$ cat src/rtl/branch_history_ctrl.sv
// rtl/branch_history_ctrl.sv - gshare PHT sequencer with speculative/committed GHR
// Keeps an in-order queue of predictions and drives PHT counter updates at commit.
module branch_history_ctrl #(
   parameter int I_WIDTH = 7,
   parameter int DEPTH   = 8
) (
   input  logic             clk,
   input  logic             rstN,
   input  logic             fetchBranch,
   input  logic [I_WIDTH:0] fetchPC,
   input  logic [1:0]       state,
   input  logic             commitBranch,
   input  logic             commitTaken,
   input  logic             flush,
   output logic [I_WIDTH:0] index,
   output logic             predictTaken,
   output logic             fetchAccept,
   output logic             full,
   output logic [I_WIDTH:0] previousIndex,
   output logic [1:0]       newState,
   output logic             predictorWrite,
   output logic             validCommit,
   output logic             mispredict
);

   localparam int PW = $clog2(DEPTH);
   localparam int CW = PW + 1;

   logic [I_WIDTH:0] spec_ghr, arch_ghr, arch_ghr_nxt;
   logic [PW-1:0]    head, tail;
   logic [CW-1:0]    count;
   logic             empty, restore;

   logic [I_WIDTH:0] q_index [DEPTH];
   logic [1:0]       q_state [DEPTH];
   logic             q_pred  [DEPTH];

   logic [I_WIDTH:0] head_index;
   logic [1:0]       head_state;
   logic             head_pred;

   assign head_index = q_index[head];
   assign head_state = q_state[head];
   assign head_pred  = q_pred[head];

   assign empty = (count == '0);
   assign full  = (count == CW'(DEPTH));

   assign index        = fetchPC ^ spec_ghr;
   assign predictTaken = state[1];

   // Strobes are gated by rstN so they drop the moment reset asserts.
   assign validCommit    = rstN & commitBranch & ~empty;
   assign mispredict     = validCommit & (commitTaken != head_pred);
   assign fetchAccept    = rstN & fetchBranch & ~full & ~flush & ~mispredict;
   assign predictorWrite = validCommit;
   assign previousIndex  = head_index;

   always_comb begin
      newState = head_state;
      if (commitTaken) begin
         if (head_state != 2'b11) newState = head_state + 2'b01;
      end else begin
         if (head_state != 2'b00) newState = head_state - 2'b01;
      end
   end

   assign arch_ghr_nxt = validCommit ? {arch_ghr[I_WIDTH-1:0], commitTaken} : arch_ghr;

   // A mispredict restore equals the post-commit arch GHR, so flush and mispredict share it.
   assign restore = mispredict | flush;

   always_ff @(posedge clk or negedge rstN) begin
      if (!rstN) begin
         spec_ghr <= '0;
         arch_ghr <= '0;
         head     <= '0;
         tail     <= '0;
         count    <= '0;
      end else begin
         arch_ghr <= arch_ghr_nxt;
         if (restore) begin
            spec_ghr <= arch_ghr_nxt;
            head     <= tail;
            count    <= '0;
         end else begin
            if (fetchAccept) begin
               spec_ghr <= {spec_ghr[I_WIDTH-1:0], predictTaken};
               tail     <= tail + PW'(1);
            end
            if (validCommit) head <= head + PW'(1);
            count <= count + CW'(fetchAccept) - CW'(validCommit);
         end
      end
   end

   always_ff @(posedge clk) begin
      if (fetchAccept) begin
         q_index[tail] <= index;
         q_state[tail] <= state;
         q_pred[tail]  <= predictTaken;
      end
   end

endmodule
$ cat config.mk
export PLATFORM = sky130hd
export DESIGN_NAME = branch_history_ctrl
export DESIGN_NICKNAME = d
export VERILOG_FILES = /design/src/rtl/branch_history_ctrl.sv
export SDC_FILE = /design/constraint.sdc
export NUM_CORES = 1
export LEC_CHECK = 0
export BUFFER_PORTS_ARGS = -buffer_cell sky130_fd_sc_hd__buf_2
export CAP_MARGIN = 0
export CORE_ASPECT_RATIO = 1.75
export CORE_UTILIZATION = 44
export DETAILED_ROUTE_END_ITERATION = 6
export GPL_ROUTABILITY_DRIVEN = 0
export PLACE_DENSITY = 0.74
export SLEW_MARGIN = 20
export SYNTH_ARGS = -nofsm -noshare
export SYNTH_HDL_FRONTEND = slang
export SYNTH_SLANG_ARGS = --single-unit
$ cat constraint.sdc
create_clock -name clk -period 3.3 [get_ports clk]
set_input_delay 0.825 -clock clk [delete_from_list [all_inputs] [get_ports clk]]
set_output_delay 0.825 -clock clk [all_outputs]
set_load 0.01 [all_outputs]
==> results of run 1 <==
final timing paths:
| path | depth (start not counted) | endpoint | startpoint |
|---|---|---|---|
| max | 6 | fetchAccept | head[0] |
| min | 1 | count[0] | rstN |
| max reg2reg | 9 | count[2] | head[0] |
| min reg2reg | 1 | arch_ghr[7] | arch_ghr[7] |
| max in group asynchronous | 2 | head[0] | rstN |
| min in group clk | 1 | arch_ghr[7] | arch_ghr[7] |
logic make-up after synthesis:
family	share of synthesized area, %
flops	67.1
mux	19.8
simple gates	3.66
buf+inv	2.37
xor+xnor	2.70
fa+ha+maj	3.08
compound gates	1.27
state kept, by name (all words and copies together), names as in the netlist:
register	cells
arch_ghr	8
count	4
head	3
q_index	64
q_pred	7
q_state	9
spec_ghr	8
tail	3
synthesized netlist by cell type, types with 3 or more instances:
| library cell | number |
|---|---|
| edfxtp_1 | 80 |
| mux2_2 | 27 |
| dfrtp_1 | 26 |
| mux4_2 | 19 |
| mux2_1 | 12 |
| ha_1 | 8 |
| inv_1 | 8 |
| xor2_1 | 8 |
| nor3_1 | 7 |
| xnor2_1 | 6 |
| clkbuf_1 | 5 |
| nand2_1 | 5 |
| nor4b_1 | 4 |
| nor2_1 | 3 |
layer usage:
layer | GRT usage (%) | share of wire, %
met1 | 18.0 | 37
met2 | 31.7 | 56
met3 | 4.09 | 3.9
met4 | 9.19 | 2.8
met5 | 0 | 0
report_power, final:
part | internal [W] | switching [W] | total [W] | leakage [nW]
clock | 0.000528 | 0.000493 | 0.00102 | 0.140
sequential | 0.00173 | 0.000202 | 0.00193 | 1.04
combinational | 0.000805 | 0.000721 | 0.00153 | 0.802
final cells by class:
| type | count | area (um^2) |
|---|---|---|
| clock buffers | 10 | 229 |
| multi-input cells | 122 | 1420 |
| repair buffers | 60 | 353 |
| inverters | 9 | 33.8 |
| well taps | 125 | 156 |
| clock inverters | 6 | 55.1 |
| fillers | 844 | 4660 |
| flip-flops and latches | 106 | 3050 |
stage by stage:
| step | worst slack, ns | cells | total power, W | utilization (%) | hold slack, ns |
|---|---|---|---|---|---|
| final | 0.133 | 438 | 0.00448 | 53.2 | 0.325 |
| after global routing | 0.0574 | 438 | 0.00472 | 53.2 | 0.333 |
| after CTS | 0.0597 | 437 | 0.00453 | 53.1 | 0.320 |
| after detailed placement | 0.329 | 421 | 0.00350 | 50.3 | 0.490 |
| after global placement | 0.411 | 421 | 0.00347 | 50.3 | 0.483 |
| after floorplan | -0.0179 | 250 | 0.00299 | - | 0.469 |
critical path: stages (launching register included):
cell and delay [ns]:
dfrtp_2 0.48, mux2_1 0.34, mux4_2 0.56, mux2i_4 0.27, nand2_2 0.10, inv_2 0.11
buf_2 0.14
timing repair:
action,in CTS,in global routing
setup endpoints to repair,1,1
buffers inserted,0,1
resized for setup,1,0
hold buffers,0,0
gates cloned,0,0
==> flow_summary.ini, run 1 <==
[outcome]
status = complete, no violations

[route]
routedWlPerCell_um = 19.0
drtAntennaViolNets = 0
totalWireLength_mm = 8.32
vias = 2321
drc = 0
avgViaCountPerCell = 5.30
first_pass_iters = 4
drt_iter0_markers = 111

[grt]
antenna_found_initial = 0
grt_first_pass_wirelength_mm = 13.2
grtUsageTotal_pct = 17.3
grt_pass1_vias = 2584
overflow = 0
grt_max_degree = 20

[die]
core-area_um2 = 9970
start_util_pct = 45.6
ioPinCount = 40
die-area_um2 = 10800
fp.dieH_um = 136
rows = 48
fp.dieW_um = 78.8

[clock_network]
clk_pin_slew_ns = 0.07
clockRootBuffer = clkbuf_16
clk_path_buf_depth = 2
cts.sinks = 106
cts_tree = yes
cts_buffers = 9
htreeDepth = 3
clock_latency_ns = 0.35

[logic_synthesis]
synth_edf_count = 80
synth_warnings = 0
synthArstFlopShare_pct = 24.5
ys_ff_latch = 106
synth_area_um2 = 4550
synth_top_area_cell = edfxtp_1
synth_cell_types = 35
ys.flop_type = edfxtp_1
synthTopCellsByArea = edfxtp_1 53%, dfrtp_1 14%, mux4_2 9.4%
synth_area_per_cell_um2 = 18.2
ys_seq_area_share_pct = 67.1
yosysTopAreaCellShare_pct = 52.8
syn-num-nets = 275
syn-instance-count = 250

[final_layout]
final_nets = 333
layout_common_cells = 80 x edfxtp_1, 39 x buf_2, 27 x mux2_2
diodes = 0
final_layout_size_suffix_gt1_share_pct = 42.2
final_common_cell = edfxtp_1
synthToLayoutAreaGrowth_pct = 16.7
final_cell_area_um2 = 5310

[sta]
setup_viol = 0
slew-limit-headroom_pct = 54.8
fmax_ghz = 0.316
final.min_clock_period_ns = 3.17
tightest_slew_ns = 0.676
rsz0062_at_grt = false
drv_slew = 0
fin_skew_ns = 0.0112
finalCritPeriodShare_pct = 96.0
hold_viol = 0
fin_setup_tns_ns = 0

[power_and_ir_drop]
power.leakage_nw = 1.99
ir_drop_v = 0.000442
power_density_nw_per_um2 = 844

[placed_design]
placed_area_um2 = 5010
dp_hpwl_mm = 5.89
io_buffers = 39

[critical_path]
worst-r2r-setup-slack_ns = 0.55
cp.required_ns = 2.47
critical_path_class = reg2out
worst_setup_path_start_kind = flop
cp.arrival_ns = 2.34
path_max_fanout = 8
worstSetupEndpointType = output pin

[run]
cap_viol_max_count = 0

[min_path]
hold_path.class = in2async
Power figures use the tool's default switching activity.
==> inputs of run 2 (changes only) <==
Settings changed: CTS_BUF_LIST set to sky130_fd_sc_hd__clkbuf_16, PLACE_DENSITY 0.74 to unset.
==> run 2 against run 1 <==
Net effect:
- critical path type unchanged
- non-clock buffer count grew 2
- via count grew 2.5%
- combinational power is essentially flat
- critical path depth is the same
- core utilization is essentially flat
- sequential share of layout area is essentially flat
- clock power shrank 5%
- wire length grew 1.9%
- clock skew shrank 0.0056 ns
- largest power group unchanged
==> flow_summary.ini, run 2 (synthesis gave the netlist of run 1 again) <==
[grt]
antenna_found_initial = 0
grt_first_pass_wirelength_mm = 13.1
grt_pass1_vias = 2441
overflow = 0
grt_max_degree = 26
grtUsageTotal_pct = 17.3

[die]
fp.dieW_um = 78.8
core-area_um2 = 9970
die-area_um2 = 10800
ioPinCount = 40
start_util_pct = 45.6
fp.dieH_um = 136
rows = 48

[critical_path]
critical_path_class = reg2out
path_delay_family = multiplexers
cp.arrival_ns = 2.34
worstSetupEndpointType = output pin
path_max_fanout = 11
path_cells = mux2_1, mux4_2, mux2i_4, nand2_2, inv_2, buf_2
worst_setup_path_start_kind = flop
crit_slowest_cell = mux4_2
critPathMaxStageDelay_ns = 0.59
critical_path_buf_inv_count = 2
cp.required_ns = 2.47

[clock_network]
clock_latency_ns = 0.34
clk_path_buf_depth = 2
cts_tree = yes
cts_buffers = 9
htreeDepth = 3
clk_pin_slew_ns = 0.06
cts.sinks = 106
cts_hold_buf = 0
clockRootBuffer = clkbuf_16

[final_layout]
final_layout_size_suffix_gt1_share_pct = 42.2
diodes = 0
top_regs = q_index (64), q_state (9)
largest_reg_flops = 64
final_common_cell = edfxtp_1
final_nets = 335
synthToLayoutAreaGrowth_pct = 16.7
layout_common_cells = 80 x edfxtp_1, 39 x buf_2, 27 x mux2_2
largest_register = q_index

[route]
avgViaCountPerCell = 5.41
vias = 2379
totalWireLength_mm = 8.48
first_pass_iters = 4
drtAntennaViolNets = 0
drt_iter0_markers = 81
drc = 0
routedWlPerCell_um = 19.3

[sta]
final.min_clock_period_ns = 3.16
setup_viol = 0
timing.hold.ws_ns = 0.281
hold_viol = 0
finalCritPeriodShare_pct = 95.9
slew-limit-headroom_pct = 47.2
fmax_ghz = 0.316
fin_skew_ns = 0.00561
drv_slew = 0
rsz0062_at_grt = false
tightest_slew_ns = 0.789

[power_and_ir_drop]
comb_power_share_pct = 34.6
seqPwrFrac_pct = 43.6
ir_drop_v = 0.000387
switching_share_pct = 31.1
power_w = 0.00443
p_int_w = 0.00305
power.leakage_nw = 2.00
clockPowerShare_pct = 21.8
power_density_nw_per_um2 = 834
p_sw_w = 0.00138

[placed_design]
dp_hpwl_mm = 6.00
io_buffers = 39

[min_path]
hold_path.class = in2async

[outcome]
status = complete, no violations

[run]
cap_viol_max_count = 0
==> run 2: cell types whose count changed in the layout (fill, tap and decap cells not counted) <==
cell / change
buf_4: +2
inv_6: -2
inv_1: +1
clkinv_1: +1
clkbuf_1: -1
clkinv_2: +2
clkinv_4: -1
==> run 2: layout make-up <==
class | count | area (um^2)
clock buffers | 9 | 225
clock inverters | 7 | 46.3
fillers | 880 | 4660
inverters | 9 | 33.8
multi-input cells | 122 | 1420
flip-flops and latches | 106 | 3050
well taps | 125 | 156
repair buffers | 62 | 368
==> run 2: layer usage <==
layer | track usage (%) | part of all wire [%] | vias up
met4 | 6.67 | 2.3 | 0
met5 | 0 | 0 | -
li1 | - | - | 1087
met2 | 31.1 | 55 | 55
met1 | 20.4 | 40 | 1221
met3 | 3.02 | 2.8 | 16
==> run 2: metrics by stage <==
step / setup WS (ns) / instance area [um^2] / cells / TNS (ns) / util (%)
global route: 0.00646 / 5310 / 440 / 0 / 53.2
CTS: 0.0677 / 5290 / 437 / 0 / 53.0
detailed placement: 0.283 / 5010 / 421 / 0 / 50.3
global placement: 0.322 / 5010 / 421 / 0 / 50.3
finish: 0.137 / 5310 / 440 / 0 / 53.2
floorplan: -0.0179 / 4550 / 250 / -0.359 / -
==> run 2: worst paths after layout <==
check | from | end | slack (ns) | cells past startpoint
setup / recovery | head[0] | fetchAccept | 0.14 | 6
max in group asynchronous | rstN | head[0] | 2.49 | 2
min in group clk | arch_ghr[7] | arch_ghr[7] | 0.51 | 1
hold reg to reg | arch_ghr[7] | arch_ghr[7] | 0.51 | 1
hold / removal | rstN | count[0] | 0.28 | 1
setup reg to reg | head[0] | q_index[4][7] | 0.46 | 7
==> run 2: power by group through the flow <==
stage               Combinational, W  Clock (W)  Sequential (W)
finish                       0.00153   0.000965         0.00193
detailed placement           0.00152          0         0.00197
global placement             0.00151          0         0.00196
CTS                          0.00153   0.000997         0.00194
global route                 0.00168    0.00104         0.00197
floorplan                    0.00115          0         0.00184
==> run 2: timing repair <==
item	4_1_cts	5_1_grt
setup buffers	0	3
setup endpoints to repair	2	1
gates resized for setup	1	0
